`src/rtl/n64adv_reset_pkg.sv`:
```
// Shared definitions for the N64 console reset monitor: FSM encodings and
// default timing constants.
package n64adv_reset_pkg;

    typedef enum logic [1:0] {
        ST_IDLE    = 2'd0,
        ST_PRESSED = 2'd1,
        ST_HELD    = 2'd2
    } state_t;

    localparam int unsigned SYNC_STAGES_DEF    = 2;
    localparam int unsigned DEBOUNCE_LEN_DEF   = 4096;
    localparam int unsigned LONG_PRESS_LEN_DEF = 16777216;

endpackage

```
`src/rtl/n64_reset_monitor_debounce_sync.sv`:
```
// Synchronizer chain plus debounce counter for one asynchronous input.
// stable_o only changes after the synchronized sample has disagreed with it
// for debounce_len consecutive clk_en samples.
module debounce_sync
    import n64adv_reset_pkg::*;
#(
    parameter int unsigned sync_stages  = SYNC_STAGES_DEF,
    parameter int unsigned debounce_len = DEBOUNCE_LEN_DEF,
    parameter logic        rst_level    = 1'b1
) (
    input  logic clk,
    input  logic async_rst_i,
    input  logic clk_en,
    input  logic async_i,
    output logic stable_o
);

    localparam int unsigned    CNT_W   = $clog2(debounce_len);
    localparam logic [CNT_W-1:0] CNT_MAX = CNT_W'(debounce_len - 1);

    logic [sync_stages-1:0] r_sync;
    logic [CNT_W-1:0]       r_cnt;
    logic                   r_stable;
    logic                   w_sample;

    assign w_sample = r_sync[sync_stages-1];
    assign stable_o = r_stable;

    // Synchronizer runs every clk so metastability settling is not stretched by clk_en.
    always_ff @(posedge clk or posedge async_rst_i) begin
        if (async_rst_i) begin
            r_sync <= {sync_stages{rst_level}};
        end else begin
            r_sync <= {r_sync[sync_stages-2:0], async_i};
        end
    end

    // Count disagreeing samples; accept the new level on the last one and restart.
    always_ff @(posedge clk or posedge async_rst_i) begin
        if (async_rst_i) begin
            r_stable <= rst_level;
            r_cnt    <= '0;
        end else if (clk_en) begin
            if (w_sample == r_stable) begin
                r_cnt <= '0;
            end else if (r_cnt == CNT_MAX) begin
                r_stable <= ~r_stable;
                r_cnt    <= '0;
            end else begin
                r_cnt <= r_cnt + 1'b1;
            end
        end
    end

endmodule

```
`src/rtl/n64_reset_monitor.sv`:
```
// Console reset / PLL lock conditioning and reset-button press classifier.
//
//   state      | meaning
//   -----------+-------------------------------------------------------
//   ST_IDLE    | button released (debounced level high)
//   ST_PRESSED | button held, counting toward the long-press threshold
//   ST_HELD    | long press already reported, waiting for release
module n64_reset_monitor
    import n64adv_reset_pkg::*;
#(
    parameter int unsigned sync_stages    = SYNC_STAGES_DEF,
    parameter int unsigned debounce_len   = DEBOUNCE_LEN_DEF,
    parameter int unsigned long_press_len = LONG_PRESS_LEN_DEF,
    parameter bit          rst_on_press   = 1'b1
) (
    input  logic clk,
    input  logic async_rst_i,
    input  logic clk_en,
    input  logic n64_nrst_i,
    input  logic pll_locked_i,
    input  logic rst_req_i,
    output logic nrst_o,
    output logic pressed_o,
    output logic short_press_o,
    output logic long_press_o
);

    localparam int unsigned       HOLD_W   = $clog2(long_press_len);
    localparam logic [HOLD_W-1:0] HOLD_MAX = HOLD_W'(long_press_len - 1);

    logic                   w_stable;
    logic [sync_stages-1:0] r_pll_sync;
    state_t                 r_state;
    state_t                 w_state_nxt;
    logic [HOLD_W-1:0]      r_hold;
    logic [HOLD_W-1:0]      w_hold_nxt;
    logic                   w_short;
    logic                   w_long;
    logic                   r_nrst;
    logic                   r_pressed;
    logic                   r_short;
    logic                   r_long;

    debounce_sync #(
        .sync_stages  (sync_stages),
        .debounce_len (debounce_len),
        .rst_level    (1'b1)
    ) u_nrst_deb (
        .clk         (clk),
        .async_rst_i (async_rst_i),
        .clk_en      (clk_en),
        .async_i     (n64_nrst_i),
        .stable_o    (w_stable)
    );

    // PLL lock synchronizer; resets to "unlocked" so nrst_o holds after reset.
    always_ff @(posedge clk or posedge async_rst_i) begin
        if (async_rst_i) begin
            r_pll_sync <= '0;
        end else begin
            r_pll_sync <= {r_pll_sync[sync_stages-2:0], pll_locked_i};
        end
    end

    // Next state, hold count and event pulses; a release wins over the long-press threshold.
    always_comb begin
        w_state_nxt = r_state;
        w_hold_nxt  = r_hold;
        w_short     = 1'b0;
        w_long      = 1'b0;
        if (clk_en) begin
            case (r_state)
                ST_IDLE: begin
                    if (!w_stable) begin
                        w_state_nxt = ST_PRESSED;
                        w_hold_nxt  = '0;
                    end
                end
                ST_PRESSED: begin
                    if (w_stable) begin
                        w_state_nxt = ST_IDLE;
                        w_short     = 1'b1;
                    end else if (r_hold == HOLD_MAX) begin
                        w_state_nxt = ST_HELD;
                        w_long      = 1'b1;
                    end else begin
                        w_hold_nxt = r_hold + 1'b1;
                    end
                end
                ST_HELD: begin
                    if (w_stable) begin
                        w_state_nxt = ST_IDLE;
                    end
                end
                default: begin
                    w_state_nxt = ST_IDLE;
                end
            endcase
        end
    end

    // State, hold counter and registered press outputs.
    always_ff @(posedge clk or posedge async_rst_i) begin
        if (async_rst_i) begin
            r_state   <= ST_IDLE;
            r_hold    <= '0;
            r_pressed <= 1'b0;
            r_short   <= 1'b0;
            r_long    <= 1'b0;
        end else begin
            r_state   <= w_state_nxt;
            r_hold    <= w_hold_nxt;
            r_pressed <= (w_state_nxt != ST_IDLE);
            r_short   <= w_short;
            r_long    <= w_long;
        end
    end

    // Combined low-active reset request, evaluated every clk regardless of clk_en.
    always_ff @(posedge clk or posedge async_rst_i) begin
        if (async_rst_i) begin
            r_nrst <= 1'b0;
        end else begin
            r_nrst <= r_pll_sync[sync_stages-1] & ~rst_req_i
                      & ~(rst_on_press & (r_state != ST_IDLE));
        end
    end

    assign nrst_o        = r_nrst;
    assign pressed_o     = r_pressed;
    assign short_press_o = r_short;
    assign long_press_o  = r_long;

endmodule

```
`config.mk`:
```
export PLATFORM = sky130hd
export DESIGN_NAME = n64_reset_monitor
export DESIGN_NICKNAME = d
export VERILOG_FILES = /design/src/rtl/n64adv_reset_pkg.sv /design/src/rtl/n64_reset_monitor_debounce_sync.sv /design/src/rtl/n64_reset_monitor.sv
export SDC_FILE = /design/constraint.sdc
export NUM_CORES = 1
export LEC_CHECK = 0
export ABC_AREA = 1
export BUFFER_PORTS_ARGS = -buffer_cell sky130_fd_sc_hd__buf_2
export CAP_MARGIN = 20
export CORE_MARGIN = 2
export CORE_UTILIZATION = 55
export DETAILED_ROUTE_END_ITERATION = 8
export GPL_TIMING_DRIVEN = 0
export PLACE_DENSITY = 0.74
export SLEW_MARGIN = 15
export SYNTH_ARGS = -nofsm -noshare
export SYNTH_HDL_FRONTEND = slang
export SYNTH_SLANG_ARGS = --single-unit
```
`constraint.sdc`:
```
create_clock -name clk -period 1.5 [get_ports clk]
set_input_delay 0 -clock clk [delete_from_list [all_inputs] [get_ports clk]]
set_output_delay 0 -clock clk [all_outputs]
set_load 0.01 [all_outputs]
```
# Word level (Yosys, flattened, before mapping)
# Cells that the tools add are included.
[totals] latchBits=0 regBits=47 wordCells=51 romBits=0 output_inout_bits=4 memories=0 in_bits=6 mem_bits_rw=0
[op_classes] bitwise_logic=6 shift=0 n_div=0 reduce_logical=6 mul=0 n_addsub=2 eq_ne=8 magnitude_cmp=0 mux=19
[ops] op="two-way mux 24 bit" count=3
[ops] op="one-hot mux 24 bit (2 select lines)" count=1
[ops] op="adder 24 x 1 -> 24 bit (second input constant)" count=1
[ops] op="equality test 24 bit (second input constant)" count=1
[ops] op="two-way mux 12 bit" count=2
[ops] op="adder 12 x 1 -> 12 bit (second input constant)" count=1
[ops] op="equality test 12 bit (second input constant)" count=1
[ops] op="two-way mux 2 bit" count=5
[ops] op="two-way mux 1 bit" count=7
[ops] op="inequality test 2 bit (second input constant)" count=3
[ops] op="one-hot mux 2 bit (3 select lines)" count=1
[ops] op="nonzero test 2 bit" count=3
[ops] op="AND reduction 5 bit" count=1
[ops] op="NOT 1 bit" count=4
[ops] op="AND reduction 3 bit" count=1
[ops] op="bitwise AND 1 bit" count=2
[ops] op="equality test 2 x 1 -> 1 bit (second input constant)" count=1
[ops] op="equality test 2 bit (second input constant)" count=1
[ops] op="logical NOT 2 bit" count=1
[ops] op="equality test 1 bit" count=1

# Longest topological paths before layout
# Gate-level depths: netlist of run 1.
[logic_depth] word_depth=6 depth_mapped=10 mapped_depth_nobuf=10

# Modules after synthesis
# A second synthesis of run 1 with hierarchy kept.
[hier_totals] hier_cells=384 area_unflattened_um2=2800.2
[by_module_without_submodules] mod="n64_reset_monitor" area_per_inst_um2=1948.1 n_inst=1 cells_each=273
[by_module_without_submodules] mod="debounce_sync" area_per_inst_um2=852.1 n_inst=1 cells_each=111

# Worst setup path before layout of run 1
# Ideal clock, no wire load.
[synth_path] path_type="flip-flop to flip-flop" start="register r_hold[0]" end="register r_pressed (netlist: pressed_o)" period_less_slack_ns=1.577 arrival_ns=1.452 t_required_ns=1.376 setup_time_ns=0.124 n_path_buf=0 stages_incl_launch_ff=10 path_slack_ns=-0.077 path_cell_list="dfrtp_1 > ha_1 > nand2_1 > inv_1 > nand3_1 > nor2_4 > nand2_4 > nand2_4 > nand2_2 > or2_1"
[synth_via] elab_chain_len=6
[synth_rtl] item="from (decl)" line="n64_reset_monitor.sv:35" source="logic [HOLD_W-1:0] r_hold;"
[synth_rtl] item="from (signal assigned)" line="n64_reset_monitor.sv:112" source="r_hold <= w_hold_nxt;"
[synth_rtl] item="equality test 24 bit" line="n64_reset_monitor.sv:83" source="end else if (r_hold == HOLD_MAX) begin"
[synth_rtl] item="two-way mux 2 bit" line="n64_reset_monitor.sv:83"
[synth_rtl] item="two-way mux 2 bit" line="n64_reset_monitor.sv:80" source="if (w_stable) begin"
[synth_rtl] item="one-hot mux 2 bit (3 select lines)" line="n64_reset_monitor.sv:72" source="case (r_state)"
[synth_rtl] item="two-way mux 2 bit" line="n64_reset_monitor.sv:71" source="if (clk_en) begin"
[synth_rtl] item="via w_state_nxt[0]" line="n64_reset_monitor.sv:34" source="state_t w_state_nxt;"
[synth_rtl] item="nonzero test 2 bit" line="n64_reset_monitor.sv:113" source="r_pressed <= (w_state_nxt != ST_IDLE);"
[synth_rtl] item="to (signal assigned)" line="n64_reset_monitor.sv:113"
[synth_rtl] item="to (decl)" line="n64_reset_monitor.sv:40" source="logic r_pressed;"
# The timed path passes the listed nets, and every way through them passes these cells.
# A chain may end at the register's enable or synchronous reset.

# Worst setup path after layout of run 1
[layout_path] start="register r_hold[11]" end="register r_pressed (netlist: pressed_o)"
# The elaborated chain is that of the path after synthesis.

==> results of run 1 <==
timing repair:
action	in CTS	in global routing
pin swaps	8	16
resized for setup	19	44
gates cloned	0	2
endpoints found under the setup margin	35	37
hold buffers	5	0
buffers inserted	11	18
hold endpoints to repair	30	0
how the worst max path moves through the flow:
stage                                    start                               end  slack [ns]  depth (start not counted)
4_1_cts                  r_hold[1]$_DFFE_PP0P_               pressed_o$_DFF_PP0_       -0.02                          9
6_report                r_hold[11]$_DFFE_PP0P_               pressed_o$_DFF_PP0_       -0.02                          8
3_3_place_gp             r_hold[0]$_DFFE_PP0P_            r_hold[16]$_DFFE_PP0P_       -0.28                          8
5_1_grt                  r_hold[0]$_DFFE_PP0P_            r_hold[16]$_DFFE_PP0P_       -0.14                          9
2_1_floorplan  u_nrst_deb.r_cnt[0]$_DFFE_PP0P_  u_nrst_deb.r_cnt[11]$_DFFE_PP0P_        0.01                         10
3_5_place_dp             r_hold[0]$_DFFE_PP0P_            r_hold[16]$_DFFE_PP0P_       -0.28                          8
metrics by stage:
step	instances	power [mW]	utilization (%)	TNS, ns	setup WS [ns]
2_1_floorplan	361	1.50	-	0	0.0107
5_1_grt	481	2.60	72.1	-2.13	-0.138
3_5_place_dp	437	1.57	60.3	-4.41	-0.276
3_3_place_gp	436	1.56	59.9	-12.94	-0.284
4_1_cts	461	2.44	66.3	-0.0273	-0.0161
6_report	481	2.49	72.1	-0.0242	-0.0242
Yosys cell counts, types with 2 or more instances:
cell / n
nand2_1: 127
dfrtp_1: 44
nor2_1: 44
inv_1: 34
nand3_1: 25
o21ai_0: 16
xor2_1: 14
nand4_1: 10
nor2_4: 4
o22ai_1: 4
buf_4: 3
dfstp_2: 3
nand2_2: 3
nor2_2: 3
nor3_1: 3
o21ai_1: 3
o21bai_1: 3
xnor2_1: 3
buf_6: 2
ha_1: 2
inv_2: 2
nand2_4: 2
cell families after synthesis:
family / count (synthesis) / synth area share (%)
AND/OR/NAND/NOR: 223 / 36.2
buffers and inverters: 43 / 6.99
XOR/XNOR: 17 / 5.55
adder cells (fa/ha/maj): 2 / 0.932
AO/OA/AOI/OAI: 29 / 6.38
flip-flops: 47 / 43.9
worst max-delay path, delay by kind of cell, from the launching register on:
family | cells | cell delay (ns)
flops | 1 | 0.46
simple gates | 8 | 0.96
layer usage:
layer | global-route usage (%) | vias to the layer above | wire [um]
li1 | - | 1241 | -
met1 | 30.9 | 1217 | 2910
met2 | 42.5 | 79 | 3480
met3 | 4.66 | 20 | 306
met4 | 10.1 | 0 | 168
met5 | 0 | - | 0
power breakdown:
part           leakage (nW)  internal, mW  switching, mW  total [mW]
clock network        0.0491         0.344          0.478       0.821
registers             0.626          1.31         0.0332        1.34
logic                 0.854         0.141          0.189       0.330
state kept, by name, indices dropped and copies added, names as in the netlist:
name,count
r_pll_sync,2
r_state,2
nrst_o,1
r_hold,24
pressed_o,1
u_nrst_deb.r_sync,2
u_nrst_deb.r_cnt,12
short_press_o,1
u_nrst_deb.stable_o,1
long_press_o,1
area by class of cell:
type	instances	area share [%]
Clock inverter	3	0.771
Sequential cell	47	34.8
Clock buffer	5	2.02
Buffer	6	1.91
Timing Repair Buffer	45	10.9
Inverter	37	4.11
Multi-Input combinational cell	271	43.0
Tap cell	67	2.46
==> key figures, run 1 <==
Clock tree
  – CTS Root Cell: clkbuf_8
  – Number of buffers created by CTS: 5
  – CTS Sinks: 47
  – Worst skew pair latency: 0.31 ns
  – Longest Clk Path Bufs: 2
  – TritonCTS clock tree: built
  – Clk pin slew, worst setup/hold paths: 0.10 ns
  – H-tree depth reported by CTS: 2

Global route
  – Number of global-route vias before repair: 2271
  – Aggregate global routing overflow: 0
  – Initial antenna violation count: 0
  – First-pass GRT wire length: 10.3 mm
  – Largest net degree at the start of global routing: 29
  – GRT Total Usage: 24.9%

Power and ir drop
  – Peak supply drop: 0.627 mV
  – Pwr Density: 732 nW/um2
  – Lkg Pwr: 1.53 nW

Worst setup path
  – Critical path's slowest cell: dfrtp_1
  – Worst endpoint data arrival time: 1.72 ns
  – Worst r2r src: r_hold[11]$_DFFE_PP0P_
  – Worst reg2reg path endpoint: pressed_o$_DFF_PP0_
  – Critical path required time: 1.70 ns
  – Max stage delay on crit path: 0.46 ns
  – Crit path kind: flop to flop
  – Crit path max fanout: 7
  – Worst setup SP type: flop
  – CP Capture Type: flop
  – CP Cell Sequence: nand2_2 > nor2_4 > nand2_2 > nor2_4 > nand2_4 > nand2_8 > nand2_2 > or2_1
  – Reg2Reg Depth: 8
  – Reg2Reg Setup Slack: -0.02 ns
  – CP dominant cell by count: nand2_2

Synthesis
  – Synth Instances: 361
  – Asr flop ratio synth: 100%
  – Post-synth top area cell: dfrtp_1
  – Number of synthesized flops with an enable pin: 0
  – Count of different cell masters after synthesis: 29
  – Ys Warns: 0
  – Synthesized flop and latch total: 47
  – Post-synth net total: 369
  – Syn avg cell area: 7.44 um2
  – Largest cells by area after synthesis: dfrtp_1 41%, nand2_1 18%, nor2_1 6.2%, inv_1 4.8%, nand3_1 4.7%
  – Synthesized cell area: 2690 um2
  – Synth top area share: 41.0%
  – Register area share after synthesis: 43.9%
  – Top FF cell, synth: dfrtp_1

Drt
  – Post-Route WL: 6.86 mm
  – Post-route ant nets: 0
  – Via density: 5.32
  – DR DRC count: 0
  – Via count: 2557
  – DRT Pass-1 Iters: 5
  – Initial drt markers: 190
  – Drt wl/cell: 14.3 um

Finish
  – Post-route cell area: 3410 um2
  – Most frequent cells in the layout: 113 x nand2_1, 39 x dfrtp_1, 35 x nor2_1
  – Area delta synth->final: 26.9%
  – Sequential cell area: 1190 um2
  – Final Net Count: 421
  – Most common cell after layout, fill and taps aside: nand2_1
  – Footprint of the multi-input gates: 1470 um2
  – Antenna fix cells: 0
  – Layout cells sized above 1: 27.5%
  – Fillers: 358

Die
  – Horiz. Die Dim: 73.9 um
  – Num rows: 25
  – Die Ht: 73.9 um
  – DIE AREA: 5460 um2
  – I/O Pins: 10
  – Starting Density: 56.8%
  – Placeable Area: 4720 um2

Outcome
  – Violated checks: negative setup slack
  – Status: finished with violations

Placed design
  – IO Port Bufs: 8
  – DP Area: 2850 um2
  – HPWL after DPL: 4.28 mm
  – Global placement routability congestion: 0.943

Timing
  – Worst Skew: 0.00626 ns
  – Hold Vio Cnt, Final: 0
  – Fin crit period: 1.52 ns
  – Final setup viols: 1
  – Final worst slack: -0.0242 ns
  – Worst-margin pin slew: 0.459 ns
  – RSZ-0062 raised after global routing: true
  – Worst slew margin: 69.4%
  – Crit share post-route: 102%
  – Max Clk Rate: 656 MHz
  – Max Slew Vio Count: 0
  – Fin Hold WS: 0.241 ns

Flow run
  – Max Cap Viol: 0

Worst hold path
  – Min-delay worst type: primary input to asynchronous set/reset pin
Note: power is estimated with default switching activity, not from simulation.
==> inputs of run 2 (changes only) <==
Settings changed: ABC_AREA 1 to not set.
==> run 2 against run 1 <==
The run still ends with negative setup slack left. Maximum frequency shrank 18%. Flip-flop and latch count is the same. Area after synthesis decreased by 10%. Register-to-register slack got worse by 0.34 ns. Hold slack lost 0.19 ns. Utilization rose by 12 points. Routed wire length increased by 22%. Critical path depth down 1. Combinational power up 10%.
==> key figures, run 2 <==
Outcome
  – Status: finished with violations
  – Violated checks: negative setup slack

Finish
  – Post-route cell area: 3630 um2
  – Reg with most FFs: r_hold
  – Final design utilization: 84.4%
  – Fillers: 220
  – Number of flip-flops in the largest register: 24
  – Most common cell after layout, fill and taps aside: buf_4
  – Final Net Count: 332
  – Regs by FF count: r_hold (24), u_nrst_deb.r_cnt (12)
  – Layout cells sized above 1: 44.6%
  – Antenna fix cells: 0
  – Most frequent cells in the layout: 43 x buf_4, 41 x dfrtp_1, 25 x nor2_1
  – Area delta synth->final: 50.1%

Worst setup path
  – CP Capture Type: flop
  – Worst endpoint data arrival time: 2.05 ns
  – Critical path's slowest cell: dfrtp_1
  – Crit path max fanout: 8
  – Reg2Reg Setup Slack: -0.36 ns
  – CP Cell Sequence: and4_1 > buf_6 > and4_4 > buf_12 > a21oi_4 > nand4_1 > mux2_4
  – Crit path kind: flop to flop
  – Max stage delay on crit path: 0.40 ns
  – Critical path required time: 1.69 ns
  – Worst setup SP type: flop

Timing
  – Final worst slack: -0.362 ns
  – Final setup viols: 38
  – Fin crit period: 1.86 ns
  – Hold Vio Cnt, Final: 0
  – TNS Setup: -7.25 ns
  – Max Clk Rate: 537 MHz
  – Crit share post-route: 124%
  – Worst slew margin: 65.1%
  – RSZ-0062 raised after global routing: true
  – Worst Skew: 0.0258 ns
  – Max Slew Vio Count: 0
  – Worst-margin pin slew: 0.523 ns

Power and ir drop
  – Peak supply drop: 0.545 mV
  – Lkg Pwr: 1.54 nW
  – Pwr Density: 713 nW/um2

Placed design
  – HPWL after DPL: 3.78 mm
  – DP Area: 2700 um2
  – Global placement routability congestion: 0.830
  – IO Port Bufs: 9

Synthesis
  – Synthesized flop and latch total: 47
  – Top FF cell, synth: dfrtp_1
  – Asr flop ratio synth: 100%
  – Register area share after synthesis: 48.8%
  – Number of synthesized flops with an enable pin: 0
  – Synthesized cell area: 2420 um2
  – Post-synth net total: 261
  – Synth top area share: 45.6%
  – Largest cells by area after synthesis: dfrtp_1 46%, xnor2_1 6.2%, nor2_1 5.0%, nand4_1 3.9%, o21ai_0 3.3%
  – Post-synth top area cell: dfrtp_1
  – Syn avg cell area: 9.55 um2
  – Ys Warns: 0
  – Synth Instances: 253
  – Count of different cell masters after synthesis: 43
  – Count leader, synth: dfrtp_1
  – Top post-synthesis cells by count: 44 x dfrtp_1, 32 x nor2_1, 20 x nand2_1

Drt
  – Initial drt markers: 239
  – Post-route ant nets: 0
  – Via density: 6.51
  – Drt wl/cell: 22.1 um
  – Post-Route WL: 8.35 mm
  – DRT Pass-1 Iters: 5
  – DR DRC count: 0
  – Via count: 2453

Clock tree
  – H-tree depth reported by CTS: 2
  – Clk pin slew, worst setup/hold paths: 0.11 ns
  – Worst skew pair latency: 0.32 ns
  – CTS Root Cell: clkbuf_8
  – Longest Clk Path Bufs: 2
  – Number of buffers created by CTS: 5
  – CTS Sinks: 47
  – TritonCTS clock tree: built

Global route
  – Number of global-route vias before repair: 2349
  – First-pass GRT wire length: 11.2 mm
  – GRT Total Usage: 28.5%
  – Largest net degree at the start of global routing: 29
  – Aggregate global routing overflow: 0
  – Initial antenna violation count: 0

Die
  – I/O Pins: 10
  – DIE AREA: 4940 um2
  – Placeable Area: 4290 um2
  – Horiz. Die Dim: 70.3 um
  – Starting Density: 56.3%
  – Num rows: 24
  – Die Ht: 70.3 um

Flow run
  – Max Cap Viol: 0

Worst hold path
  – Min-delay worst type: primary input to flop
[run 2: worst max-delay path: cells and delay by family (launching register included)]
family          cells  cell delay, ns
compound gates      1            0.15
buf+inv             2            0.28
flops               1            0.40
mux                 1            0.33
simple gates        3            0.57
[run 2: path summary, 6_finish.rpt]
path | cells after the start | end | start
hold reg to reg | 0 | u_nrst_deb.r_sync[1]$_DFF_PP1_ | u_nrst_deb.r_sync[0]$_DFF_PP1_
min in group asynchronous | 3 | r_hold[3]$_DFFE_PP0P_ | async_rst_i
max in group asynchronous | 4 | u_nrst_deb.r_sync[0]$_DFF_PP1_ | async_rst_i
setup reg to reg | 7 | r_hold[9]$_DFFE_PP0P_ | r_hold[6]$_DFFE_PP0P_
hold / removal | 3 | u_nrst_deb.stable_o$_DFFE_PP1P_ | clk_en
setup / recovery | 7 | r_hold[9]$_DFFE_PP0P_ | r_hold[6]$_DFFE_PP0P_
[run 2: cell families after synthesis]
group | after synthesis | share of synthesized area (%)
AO/OA/AOI/OAI | 49 | 13.9
multiplexers | 3 | 1.40
XOR/XNOR | 20 | 7.25
adder cells (fa/ha/maj) | 2 | 1.04
AND/OR/NAND/NOR | 109 | 23.4
flip-flops | 47 | 48.8
buffers and inverters | 23 | 4.19
[run 2: layout make-up]
class	count	area [um2]	share of cell area (%)
Clock buffer	7	86.3	2.38
Tap cell	52	65.1	1.79
Multi-Input combinational cell	183	1560	43.1
Buffer	11	125	3.45
Inverter	9	33.8	0.932
Clock inverter	1	8.76	0.242
Sequential cell	47	1180	32.6
Timing Repair Buffer	67	562	15.5
[run 2: per-layer routing]
layer / vias up / wire length, um / track usage, %
met1: 1208 / 3230 / 35.5
met2: 153 / 4260 / 49.0
met3: 33 / 515 / 5.63
met5: - / 0 / 0
met4: 0 / 335 / 10.5
li1: 1059 / - / -
[run 2: report_power, final]
group | internal [mW] | switching [mW] | total, mW
Sequential | 1.32 | 0.0489 | 1.37
Clock | 0.379 | 0.475 | 0.855
Combinational | 0.165 | 0.199 | 0.364
[run 2: per-stage QoR]
stage / hold WS, ns / power, mW / worst slack [ns] / instances
after floorplan: 0.00448 / 1.52 / -0.341 / 253
after global placement: 0.109 / 1.57 / -0.425 / 314
after detailed placement: 0.0261 / 1.59 / -0.485 / 315
after CTS: 0.0675 / 2.47 / -0.288 / 361
after global routing: 0.0687 / 2.66 / -0.437 / 377
final: 0.0557 / 2.58 / -0.362 / 377
[run 2: timing repair]
action / 4_1_cts / 5_1_grt
buffers inserted: 37 / 15
endpoints found under the hold margin: 22 / 0
resized for setup: 37 / 50
hold buffers: 4 / 0
pin swaps: 24 / 20
setup endpoints to repair: 40 / 40
cloned: 0 / 1
